--- src/rtl/booth4_seq_mult_if.sv ---
// Operand/result handshake bundle for booth4_seq_mult.
// The master side supplies operands and consumes the product; the slave side is the multiplier.
interface booth4_seq_mult_if #(
  parameter int WIDTH = 16
);
  logic                 in_valid;
  logic                 in_ready;
  logic [WIDTH-1:0]     A_NUM;
  logic [WIDTH-1:0]     B_NUM;
  logic                 SIGNED_MODE;
  logic                 out_valid;
  logic                 out_ready;
  logic [2*WIDTH-1:0]   PRODUCT;

  modport master (
    output in_valid, A_NUM, B_NUM, SIGNED_MODE, out_ready,
    input  in_ready, out_valid, PRODUCT
  );

  modport slave (
    input  in_valid, A_NUM, B_NUM, SIGNED_MODE, out_ready,
    output in_ready, out_valid, PRODUCT
  );
endinterface

--- src/rtl/booth4_seq_mult.sv ---
// Iterative radix-4 Booth multiplier: one Booth digit of A_NUM per clock, signed or unsigned per operation.
// Optional macro EARLY_TERM_EN stops the digit walk once the remaining multiplier bits are all equal.
module booth4_seq_mult #(
  parameter int WIDTH = 16
) (
  input  logic                  sys_clk,
  input  logic                  sys_rst,
  booth4_seq_mult_if.slave      bus,
  output logic                  busy
);
  localparam int DIGITS = WIDTH / 2 + 1;
  localparam int EW     = WIDTH + 2;
  localparam int AW     = 2 * EW;
  localparam int PW     = 2 * WIDTH;
  localparam int CW     = $clog2(DIGITS + 1);
  localparam logic [CW-1:0] DIGITS_C = CW'(DIGITS);

  typedef enum logic [1:0] {
    S_IDLE = 2'd0,
    S_CALC = 2'd1,
    S_DONE = 2'd2
  } state_t;

  state_t          state_q, state_d;
  logic [EW:0]     a_q, a_d;       // multiplier window, bit 0 is the implicit zero below a[0]
  logic [AW-1:0]   b_q, b_d;       // multiplicand, pre-shifted by 2*counter
  logic [AW-1:0]   acc_q, acc_d;
  logic [CW-1:0]   cnt_q, cnt_d;
  logic [PW-1:0]   product_q, product_d;
  logic            in_ready_q, in_ready_d;
  logic            out_valid_q, out_valid_d;
  logic            busy_q, busy_d;

  logic [AW-1:0]   term_s;
  logic [EW-1:0]   a_ext_s;
  logic [AW-1:0]   b_ext_s;

  assign bus.in_ready  = in_ready_q;
  assign bus.out_valid = out_valid_q;
  assign bus.PRODUCT   = product_q;
  assign busy          = busy_q;

  // Booth digit for the current window, expressed as a signed multiple of the multiplicand
  always_comb begin
    term_s = '0;
    case (a_q[2:0])
      3'b001, 3'b010: term_s = b_q;
      3'b011:         term_s = {b_q[AW-2:0], 1'b0};
      3'b100:         term_s = '0 - {b_q[AW-2:0], 1'b0};
      3'b101, 3'b110: term_s = '0 - b_q;
      default:        term_s = '0;
    endcase
  end

  always_comb begin
    a_ext_s = {{2{bus.A_NUM[WIDTH-1] & bus.SIGNED_MODE}}, bus.A_NUM};
    b_ext_s = {{(AW-WIDTH){bus.B_NUM[WIDTH-1] & bus.SIGNED_MODE}}, bus.B_NUM};
  end

`ifdef EARLY_TERM_EN
  logic rest_same_s;
  // After this digit, the bits still to be recoded start at a_q[2]; arithmetic shifting keeps the top replicated
  always_comb begin
    rest_same_s = (&a_q[EW:2]) | ~(|a_q[EW:2]);
  end
`endif

  // Next-state and next-output computation for the IDLE/CALC/DONE sequence
  always_comb begin
    state_d     = state_q;
    a_d         = a_q;
    b_d         = b_q;
    acc_d       = acc_q;
    cnt_d       = cnt_q;
    product_d   = product_q;
    in_ready_d  = in_ready_q;
    out_valid_d = out_valid_q;
    busy_d      = busy_q;
    case (state_q)
      S_IDLE: begin
        if (bus.in_valid && in_ready_q) begin
          state_d    = S_CALC;
          a_d        = {a_ext_s, 1'b0};
          b_d        = b_ext_s;
          acc_d      = '0;
          cnt_d      = '0;
          in_ready_d = 1'b0;
          busy_d     = 1'b1;
        end else begin
          state_d    = S_IDLE;
        end
      end
      S_CALC: begin
        // Counter reaching DIGITS marks the extra cycle that publishes the sum
        if (cnt_q == DIGITS_C) begin
          state_d     = S_DONE;
          product_d   = acc_q[PW-1:0];
          out_valid_d = 1'b1;
        end else begin
          acc_d = acc_q + term_s;
          a_d   = {{2{a_q[EW]}}, a_q[EW:2]};
          b_d   = {b_q[AW-3:0], 2'b00};
`ifdef EARLY_TERM_EN
          if (rest_same_s) begin
            cnt_d = DIGITS_C;
          end else begin
            cnt_d = cnt_q + CW'(1);
          end
`else
          cnt_d = cnt_q + CW'(1);
`endif
        end
      end
      S_DONE: begin
        if (bus.out_ready) begin
          state_d     = S_IDLE;
          out_valid_d = 1'b0;
          in_ready_d  = 1'b1;
          busy_d      = 1'b0;
        end else begin
          state_d     = S_DONE;
        end
      end
      default: begin
        state_d     = S_IDLE;
        out_valid_d = 1'b0;
        in_ready_d  = 1'b1;
        busy_d      = 1'b0;
      end
    endcase
  end

  // State and registered outputs; reset discards any in-flight operation
  always_ff @(posedge sys_clk) begin
    if (sys_rst) begin
      state_q     <= S_IDLE;
      a_q         <= '0;
      b_q         <= '0;
      acc_q       <= '0;
      cnt_q       <= '0;
      product_q   <= '0;
      in_ready_q  <= 1'b1;
      out_valid_q <= 1'b0;
      busy_q      <= 1'b0;
    end else begin
      state_q     <= state_d;
      a_q         <= a_d;
      b_q         <= b_d;
      acc_q       <= acc_d;
      cnt_q       <= cnt_d;
      product_q   <= product_d;
      in_ready_q  <= in_ready_d;
      out_valid_q <= out_valid_d;
      busy_q      <= busy_d;
    end
  end
endmodule

--- src/flat_wrapper.sv ---
// flat-port wrapper written by rule: the top's interface ports become plain ports
module booth4_seq_mult_flat 
#(
  parameter int WIDTH = 16
)
  (sys_clk, sys_rst, busy, bus_in_valid, bus_A_NUM, bus_B_NUM, bus_SIGNED_MODE, bus_out_ready, bus_in_ready, bus_out_valid, bus_PRODUCT);
  booth4_seq_mult_if #(.WIDTH(WIDTH)) bus_i ();
  input  logic sys_clk;
  input  logic sys_rst;
  output logic busy;
  input wire logic [$bits(bus_i.in_valid)-1:0] bus_in_valid;
  input wire logic [$bits(bus_i.A_NUM)-1:0] bus_A_NUM;
  input wire logic [$bits(bus_i.B_NUM)-1:0] bus_B_NUM;
  input wire logic [$bits(bus_i.SIGNED_MODE)-1:0] bus_SIGNED_MODE;
  input wire logic [$bits(bus_i.out_ready)-1:0] bus_out_ready;
  output wire logic [$bits(bus_i.in_ready)-1:0] bus_in_ready;
  output wire logic [$bits(bus_i.out_valid)-1:0] bus_out_valid;
  output wire logic [$bits(bus_i.PRODUCT)-1:0] bus_PRODUCT;
  assign bus_i.in_valid = bus_in_valid;
  assign bus_i.A_NUM = bus_A_NUM;
  assign bus_i.B_NUM = bus_B_NUM;
  assign bus_i.SIGNED_MODE = bus_SIGNED_MODE;
  assign bus_i.out_ready = bus_out_ready;
  assign bus_in_ready = bus_i.in_ready;
  assign bus_out_valid = bus_i.out_valid;
  assign bus_PRODUCT = bus_i.PRODUCT;
  booth4_seq_mult #(.WIDTH(WIDTH)) u_core (.sys_clk(sys_clk), .sys_rst(sys_rst), .bus(bus_i), .busy(busy));
endmodule
--- config.mk ---
export PLATFORM = sky130hd
export DESIGN_NAME = booth4_seq_mult_flat
export DESIGN_NICKNAME = d
export VERILOG_FILES = /design/src/rtl/booth4_seq_mult_if.sv /design/src/rtl/booth4_seq_mult.sv /design/src/flat_wrapper.sv
export SDC_FILE = /design/constraint.sdc
export NUM_CORES = 1
export LEC_CHECK = 0
export CAP_MARGIN = 20
export CORE_UTILIZATION = 42
export DETAILED_ROUTE_END_ITERATION = 8
export PLACE_DENSITY_LB_ADDON = 0.08
export SYNTH_ARGS = -nofsm -noshare
export SYNTH_HDL_FRONTEND = slang
export SYNTH_SLANG_ARGS = --single-unit
--- constraint.sdc ---
create_clock -name sys_clk -period 4.5 [get_ports sys_clk]
set_input_delay 0.45 -clock sys_clk [delete_from_list [all_inputs] [get_ports sys_clk]]
set_output_delay 0.45 -clock sys_clk [all_outputs]
set_load 0.01 [all_outputs]
==> results of run 1 <==
==> repair_timing <==
| action | in CTS | in global routing |
|---|---|---|
| setup buffers | 2 | 1 |
| setup endpoints to repair | 1 | 6 |
| pin swaps | 2 | 7 |
| cloned | 0 | 0 |
| resized for setup | 1 | 17 |
==> worst min-delay path: cells and delay by family <==
family                 cells  cell delay (ns)
AO/OA/AOI/OAI              1             0.08
buffers and inverters      2             0.20
==> flip-flops by register name (all words and copies together), names as in the netlist <==
| register | count |
|---|---|
| u_core.bus.out_valid | 1 |
| u_core.bus.in_ready | 1 |
| u_core.bus.PRODUCT | 32 |
| u_core.state_q | 2 |
| u_core.a_q | 19 |
| u_core.cnt_q | 4 |
| u_core.busy | 1 |
| u_core.b_q | 32 |
| u_core.acc_q | 32 |
==> synthesized netlist by cell type (19+ instances only) <==
library cell	count
xor2_1	33
nor3_1	30
xnor2_1	34
dfxtp_1	124
a21oi_1	86
a211oi_1	21
clkbuf_1	78
o21ai_0	72
nor2_1	111
ha_1	34
a221oi_1	19
a311oi_1	34
nand2_1	210
==> cells in the final DEF (no fill, tap or decap), drive strengths merged, types with 7 or more instances in the layout <==
cell type and n:
nand2 211, dfxtp 124, nor2b 7, a21oi 86, buf 70, a311oi 34, a211oi 21, a22oi 17
nand2b 9, clkdlybuf4s50 70, inv 22, ha 34, a221oi 19, and3 7, clkbuf 18, xnor2 34
nor3 30, xor2 33, nor2 111, a31oi 16, o21a 7, nor3b 7, o21ai 72, or3 12
a21o 9, nand3 15, or2 9
==> how the worst max path moves through the flow <==
stage / start / to / slack, ns / cells past startpoint
2_1_floorplan: u_core.b_q[3] / u_core.acc_q[31] / -0.08 / 18
3_3_place_gp: u_core.b_q[12] / u_core.acc_q[31] / 0.07 / 17
3_5_place_dp: u_core.b_q[12] / u_core.acc_q[31] / -0.001 / 17
4_1_cts: u_core.b_q[15] / u_core.acc_q[31] / 0.01 / 17
5_1_grt: u_core.b_q[12] / u_core.acc_q[31] / -0.18 / 17
6_report: u_core.b_q[3] / u_core.acc_q[31] / 0.05 / 17
==> area by class of cell <==
| cell class | instances | area (um2) | area share, % |
|---|---|---|---|
| inverter | 18 | 67.6 | 0.683 |
| multi-input combinational | 865 | 5250 | 53.0 |
| tap | 234 | 293 | 2.96 |
| clock inverter | 14 | 139 | 1.40 |
| clock buffer | 18 | 439 | 4.44 |
| sequential | 124 | 2480 | 25.1 |
| timing repair buffer | 140 | 1230 | 12.4 |
==> where the power goes <==
| group | internal (uW) | switching, uW | total, uW | leakage [uW] |
|---|---|---|---|---|
| clock network | 784 | 563 | 1350 | 0.000275 |
| logic | 477 | 649 | 1130 | 0.00251 |
| registers | 1180 | 92.2 | 1270 | 0.00101 |
==> per-layer routing <==
metal | up-vias | GRT usage [%] | part of all wire (%)
met3 | 35 | 3.29 | 3.5
li1 | 4048 | - | -
met4 | 0 | 9.10 | 2.1
met1 | 3692 | 33.2 | 51
met2 | 179 | 35.5 | 43
met5 | - | 0 | 0
==> metrics by stage <==
stage               hold WS [ns]  power [uW]  cell area (um2)
finish                     0.323        3740             9890
global route               0.348        3960             9890
detailed placement         0.446        2380             9210
global placement           0.443        2370             9210
CTS                        0.325        3750             9810
floorplan                  0.449        2050             8100
==> cell families (layout without fill, tap and decap cells) <==
kind of cell	Yosys count	count (layout)	share of synthesized area (%)
adders and majority gates	35	35	5.52
buffers and inverters	112	190	5.61
muxes	6	6	0.790
and+or+nand+nor	441	441	24.6
AOI/OAI and AO/OA	316	316	25.5
xor gates and xnor gates	67	67	7.27
DFF	124	124	30.7
==> flow_summary.yaml, run 1 <==
sta:
  setup_tns_ns: 0
  finalClockSkew_ns: 0.0105
  finalCritPeriodShare_pct: 98.8
  finalCriticalPeriod_ns: 4.45
  max_freq_mhz: 225
  slew_violations: 0
  final-setup-viol-count: 0
  slew_headroom_pct: 33.1
  worst_slew_pin_slew_ns: 1.00
  rsz0062_at_grt: "yes"
  setup_ws_ns: 0.0539
  hold_violations: 0
critical_path:
  worstRegToRegCells: 17
  path_cells: "nor4_4, nand4_2, or3_4, or3_4, or3_4, nand2_4, xnor2_2, a22oi_2, o21ai_2, ha_1, nand3_2, or4_4, a211oi_2, o31ai_2, or3_1, and4_1, a211o_1"
  cp_max_fo: 4
  path_class: "flop to flop"
  r2r-start: "u_core.b_q[3]"
  r2r-end: "u_core.acc_q[31]"
  crit_buf_inv: 0
  cp.arrival_ns: 4.77
  critPathLaunchType: "flop"
  reg2reg_slack_ns: 0.05
  required_ns: 4.82
  slowest_delay_ns: 0.49
  crit_top_cell: "or3_4"
  end_kind: "flop"
  cp_slowest_cell: "or4_4"
  cp_top_family: "simple AND/OR/NAND/NOR gates"
finish:
  fin_cells: 1413
  n_fill_cell: 1872
  finalCoreUtilization_pct: 52.7
  area_growth_pct: 22.5
  layout-drive-gt1-share_pct: 12.2
  fin_nets: 1238
  num_antenna_cells: 0
hold_path:
  hold_end: "u_core.bus.in_ready"
  hp-start: "sys_rst"
  hold_depth: 3
  hold_class: "primary input to flop"
placement:
  dp_hpwl_mm: 15.9
  dp_slack_ns: -0.00138
  globalplace.congestion: 0.894
  place.port_buffers: 71
  dp.cells: 1377
die:
  core_region_area_um2: 18800
  rows: 50
  dieArea_um2: 19800
  initial_core_util_pct: 43.0
  io_pins: 72
  die_y_um: 141
  die_w_um: 141
cts:
  cts_root_buf: "clkbuf_16"
  cts_buffer_depth: 2
  clock_sinks: 124
  cts_hold_buffers: 0
  clk_latency_ns: 0.43
  cts_tree: "done"
  clkSlewWorstSetupHoldPaths_ns: 0.06
  cts_made_buffers: 17
  htree_levels: 4
synthesis:
  synthTopCellsByArea: "dfxtp_1 31%, nand2_1 9.8%, a21oi_1 5.3%"
  syn_inst: 1101
  synth-edff-count: 0
  synth.distinct_cells: 68
  mappedNetlistArea_um2: 8070
  avgSynthCellArea_um2: 7.33
  synth_top_area_share_pct: 30.7
  synth_seq_cells: 124
  yosys.area.top_type: "dfxtp_1"
  syn_nets: 1173
  ys.flop_type: "dfxtp_1"
  async_reset_ff_share_pct: 0
  seq_area_frac_synth_pct: 30.7
  synth_warnings: 0
job:
  maxCapViolCount: 0
drt:
  wl_per_cell_um: 15.9
  route.antenna.remaining_nets: 0
  drc_errors: 0
  routed-via-count: 7954
  wirelength_mm: 22.4
  drt-pass1-iter-count: 5
  viasPerCell: 5.63
  drtIter0Drc: 514
power_and_ir_drop:
  irDropWorstVdd_mv: 0.265
  p_leak_uw: 0.00380
  power.density_nw_per_um2: 378
grt:
  grt_pass1_wl_mm: 37.0
  grt_pass1_vias: 7261
  grt_max_degree: 95
  grt_overflow_total: 0
  track_usage_pct: 23.3
  antenna_found_initial: 0
outcome:
  outcome: "finished clean"
(Power assumes the default switching activity.)
==> inputs of run 2 (changes only) <==
Settings changed: ABC_AREA from default to 1, MAX_ROUTING_LAYER from default to met4.
==> run 2 against run 1 <==
The run now ends with DRC left. Fmax increased by 22%. Total power increased by 52%. Via count increased by 0.89%. Register-to-register slack improved by 0.80 ns. Clock skew decreased by 0.0029 ns. Design area decreased by 6.7%. Area after synthesis decreased by 2.7%. Die area decreased by 2.6%. Count of clock-buffer cells in the layout decreased by 1. Non-clock buffer count decreased by 57. Critical path type unchanged. Critical endpoint is now u_core.acc_q[24].
==> flow_summary.yaml, run 2 <==
power_and_ir_drop:
  irDropWorstVdd_mv: 0.298
  p_comb_share_pct: 49.0
  p_seq_share_pct: 27.9
  intPower_uw: 2980
  p_leak_uw: 0.00381
  power.density_nw_per_um2: 617
  total_power_uw: 5700
  switching_share_pct: 47.7
  switchingPower_uw: 2720
  p_clk_share_pct: 23.1
cts:
  clk_latency_ns: 0.42
  cts_resized: 0
  cts_tree: "done"
  cts_root_buf: "clkbuf_16"
  clock_sinks: 124
  clkSlewWorstSetupHoldPaths_ns: 0.06
  cts_buffer_depth: 2
  htree_levels: 4
  cts_made_buffers: 17
  post_cts_buffers: 0
  cts_hold_buffers: 0
placement:
  place_area_um2: 8680
  dp_hpwl_mm: 17.3
  place.port_buffers: 71
  globalplace.congestion: 0.967
  dp_slack_ns: 0.888
finish:
  layout-drive-gt1-share_pct: 6.33
  area_growth_pct: 17.5
  num_antenna_cells: 0
  final_cell_mix: "273 x nand2_1, 124 x o21ai_0, 124 x dfxtp_1"
  fin_nets: 1307
  design_area_um2: 9240
  finalCoreUtilization_pct: 50.9
  n_fill_cell: 1841
  final_common_cell: "nand2_1"
synthesis:
  synth_top_area_share_pct: 31.6
  syn_nets: 1257
  mappedNetlistArea_um2: 7860
  synth-edff-count: 0
  synthTopCellsByArea: "dfxtp_1 32%, nand2_1 13%, o21ai_0 7.9%"
  syn_inst: 1185
  avgSynthCellArea_um2: 6.63
  yosys.area.top_type: "dfxtp_1"
  synth.most_common_cell: "nand2_1"
  seq_area_frac_synth_pct: 31.6
  synth_seq_cells: 124
  synth.distinct_cells: 48
  ys.flop_type: "dfxtp_1"
  synth_common_cells: "274 x nand2_1, 124 x dfxtp_1, 124 x o21ai_0"
  synth_warnings: 0
  async_reset_ff_share_pct: 0
sta:
  worst_slew_pin_slew_ns: 0.991
  slew_violations: 0
  slew_headroom_pct: 33.7
  max_freq_mhz: 274
  finalCriticalPeriod_ns: 3.65
  rsz0062_at_grt: "no"
  final-setup-viol-count: 0
  hold_violations: 0
  finalCritPeriodShare_pct: 81.1
  setup_tns_ns: 0
  finalClockSkew_ns: 0.00756
  setup_ws_ns: 0.850
drt:
  drc_errors: 6
  viasPerCell: 5.43
  drtIter0Drc: 692
  wl_per_cell_um: 15.8
  wirelength_mm: 23.4
  route.antenna.remaining_nets: 0
  drt-pass1-iter-count: 7
  routed-via-count: 8025
grt:
  grt_pass1_vias: 7532
  antenna_found_initial: 0
  grt_max_degree: 65
  grt_pass1_wl_mm: 39.0
  grt_overflow_total: 0
  track_usage_pct: 26.1
die:
  core_region_area_um2: 18100
  initial_core_util_pct: 43.3
  io_pins: 72
  rows: 49
  die_w_um: 139
  die_y_um: 139
  dieArea_um2: 19300
critical_path:
  required_ns: 4.81
  cp_max_fo: 6
  slowest_delay_ns: 0.43
  cp_slowest_cell: "ha_1"
  path_class: "flop to flop"
  end_kind: "flop"
  path_cells: "inv_1, ha_1, nand4_1, nor2_2, nand3_2, nor2_4, xor2_1, inv_1, nand2_1, o2111ai_1, ha_1, nand2_1, nor2_1, inv_1, nor3_1, nand3_1, o211ai_1, a21oi_1, o21ai_0, nand2_1"
  cp.arrival_ns: 3.96
  critPathLaunchType: "flop"
outcome:
  outcome: "finished with violations"
  violations: "DRC"
job:
  maxCapViolCount: 0
hold_path:
  hold_class: "flop to flop"
[run 2: kinds of logic (layout without fill, tap and decap cells)]
kind of cell / count (synthesis) / after routing / share of synthesized area (%)
DFF: 124 / 124 / 31.6
and+or+nand+nor: 514 / 514 / 27.7
adders and majority gates: 35 / 35 / 5.67
buffers and inverters: 157 / 220 / 8.52
AOI/OAI and AO/OA: 330 / 330 / 23.7
xor gates and xnor gates: 25 / 25 / 2.79
[run 2: metrics by stage]
stage                     hold slack (ns)  cells
after floorplan                     0.442   1185
after global placement              0.460   1445
after detailed placement            0.465   1445
after CTS                           0.476   1477
after global routing                0.490   1477
final                               0.471   1477
[run 2: critical path, delay by kind of cell (launching register included)]
family,cells,cell delay (ns)
AOI/OAI and AO/OA,4,0.56
and+or+nand+nor,10,1.52
xor gates and xnor gates,1,0.16
adders and majority gates,2,0.67
buffers and inverters,3,0.30
DFF,1,0.32
[run 2: metal layers]
metal / vias to the layer above / GRT usage (%) / routed length (um)
met3: 28 / 4.59 / 1170
li1: 4136 / - / -
met4: 0 / 7.13 / 397
met2: 222 / 37.5 / 9710
met1: 3639 / 37.2 / 12100
met5: - / - / 0
[run 2: final timing paths]
| kind | startpoint | endpoint | slack (ns) | depth (start not counted) |
|---|---|---|---|---|
| min | u_core.acc_q[31] | u_core.acc_q[31] | 0.47 | 2 |
| min reg2reg | u_core.acc_q[31] | u_core.acc_q[31] | 0.47 | 2 |
| max | u_core.b_q[1] | u_core.acc_q[24] | 0.85 | 20 |
| max reg2reg | u_core.b_q[1] | u_core.acc_q[24] | 0.85 | 20 |
[run 2: final cells by class]
type / instances / area [um2] / share of cell area, %
clock inverters: 15 / 130 / 1.41
inverters: 105 / 397 / 4.29
clock buffers: 17 / 425 / 4.61
multi-input cells: 904 / 4710 / 51.0
well taps: 229 / 287 / 3.10
flip-flops and latches: 124 / 2480 / 26.9
repair buffers: 83 / 801 / 8.67
[run 2: power by group through the flow]
stage	Clock (uW)	Combinational [uW]	Sequential [uW]
after detailed placement	0	2750	1600
after global routing	1390	3150	1620
after global placement	0	2750	1610
final	1310	2790	1590
after floorplan	0	2220	1520
after CTS	1330	2760	1580
==> inputs of run 3 (changes only) <==
Clock period 4.5 ns to 2.9 ns, I/O delays scaled along.
==> run 3 against run 2 <==
The flow finishes with violations (DRC, setup timing). Final cell count grew 14%. Critical path type unchanged. First-iteration DRC count grew 1.9%. Fmax grew 14%. Critical endpoint is now u_core.acc_q[15]. Die area unchanged. Sequential share of layout area shrank 6.1 points. Clock power increased by 63%. Largest power group unchanged.
==> flow_summary.yaml, run 3 (synthesis gave the netlist of run 2 again) <==
sta:
  slew_headroom_pct: 50.5
  finalCritPeriodShare_pct: 110
  setup_ws_ns: -0.294
  rsz0062_at_grt: "yes"
  finalClockSkew_ns: 0.0105
  hold_violations: 0
  slew_violations: 0
  finalCriticalPeriod_ns: 3.19
  final-setup-viol-count: 22
  worst_slew_pin_slew_ns: 0.740
  max_freq_mhz: 313
  setup_tns_ns: -3.89
placement:
  place.port_buffers: 71
  dp_slack_ns: -0.430
  place_area_um2: 9940
  dp_hpwl_mm: 18.4
  dp.cells: 1604
  globalplace.congestion: 0.949
cts:
  cts_made_buffers: 17
  cts_root_buf: "clkbuf_16"
  cts_hold_buffers: 0
  clkSlewWorstSetupHoldPaths_ns: 0.06
  clock_sinks: 124
  cts_tree: "done"
  cts_buffer_depth: 2
  htree_levels: 4
  clk_latency_ns: 0.43
drt:
  drt-pass1-iter-count: 8
  wl_met2_mm: 12.2
  met3_length_mm: 1.74
  wl_per_cell_um: 16.4
  wl_met1_mm: 13.2
  wirelength_mm: 27.7
  routed-via-count: 9079
  drtIter0Drc: 705
  drc_errors: 3
  viasPerCell: 5.39
  route.antenna.remaining_nets: 0
  highest_layer: "met4"
die:
  initial_core_util_pct: 43.3
  die_w_um: 139
  io_pins: 72
  rows: 49
  dieArea_um2: 19300
  die_y_um: 139
  core_region_area_um2: 18100
critical_path:
  cp_max_fo: 4
  cp.arrival_ns: 3.49
  cp_slowest_cell: "dfxtp_2"
  reg2reg_slack_ns: -0.29
  path_cells: "inv_4, ha_4, nand4_1, nor2_2, buf_4, xor2_4, a221oi_2, o21ai_1, ha_1, nand2_2, nor2_4, buf_4, a21oi_2, nand2_2, buf_6, or2_2, nand3_2, o21ai_0"
  path_class: "flop to flop"
  slowest_delay_ns: 0.34
  critPathLaunchType: "flop"
  required_ns: 3.20
  end_kind: "flop"
finish:
  layout-drive-gt1-share_pct: 32.3
  final_common_cell: "nand2_1"
  seq_area_um2: 2490
  n_fill_cell: 1531
  design_area_um2: 12000
  area_growth_pct: 52.9
  final_cell_mix: "241 x nand2_1, 197 x buf_4, 117 x dfxtp_1"
  multi_input_area_um2: 5750
  fin_cells: 1685
  fin_nets: 1515
  num_antenna_cells: 0
grt:
  grt_overflow_total: 0
  grt_pass1_wl_mm: 43.0
  grt_pass1_vias: 8523
  track_usage_pct: 28.7
  antenna_found_initial: 0
  grt_max_degree: 84
power_and_ir_drop:
  p_leak_uw: 0.00513
  irDropWorstVdd_mv: 0.532
  power.density_nw_per_um2: 1000
  total_power_uw: 12000
job:
  maxCapViolCount: 0
hold_path:
  hold_class: "primary input to flop"
outcome:
  violations: "DRC, setup timing"
  outcome: "finished with violations"
## run 3: cell types whose count changed in the layout (fill, tap and decap cells not counted), sizes merged
cell	change
clkinv	-1
clkbuf	+5
inv	-5
buf	+208
bufinv	+1
## run 3: power by group
group | switching, uW | internal [uW]
clock | 859 | 1280
sequential | 352 | 2090
combinational | 4080 | 3360
total | 5290 | 6730
## run 3: critical path: cells and delay by family (launching register included)
family,cells,cell delay (ns)
buffers and inverters,4,0.52
adders and majority gates,2,0.47
DFF,1,0.34
xor gates and xnor gates,1,0.06
AOI/OAI and AO/OA,4,0.61
and+or+nand+nor,7,1.07
## run 3: area by class of cell
class	instances	share of cell area [%]
Timing Repair Buffer	291	20.7
Clock buffer	22	4.03
Multi-Input combinational cell	904	47.9
Clock inverter	10	0.875
Tap cell	229	2.39
Sequential cell	124	20.7
Inverter	105	3.36
## run 3: per-stage QoR
step | utilization (%) | hold WS [ns]
final | 66.2 | 0.431
after global routing | 66.2 | 0.437
after CTS | 62.2 | 0.416
after detailed placement | 54.8 | 0.469
after global placement | 54.8 | 0.459
after floorplan | - | 0.376
## run 3: repair_timing
action | in CTS | in global routing
resized for setup | 162 | 125
gates cloned | 0 | 0
buffers inserted | 25 | 26
pin swaps | 71 | 58
endpoints found under the setup margin | 27 | 27
## run 3: layer usage
metal  track usage, %  vias to the layer above
met1             39.2                     4179
li1                 -                     4548
met2             42.5                      305
met3             5.18                       47
met4             9.18                        0
met5                -                        -
## run 3: worst paths after layout
kind / endpoint / cells past startpoint / startpoint
worst max-delay path: u_core.acc_q[15] / 18 / u_core.b_q[1]
worst min-delay path: u_core.a_q[7] / 3 / bus_A_NUM[6]
worst max register to register: u_core.acc_q[15] / 18 / u_core.b_q[1]
worst min register to register: u_core.busy / 2 / u_core.busy
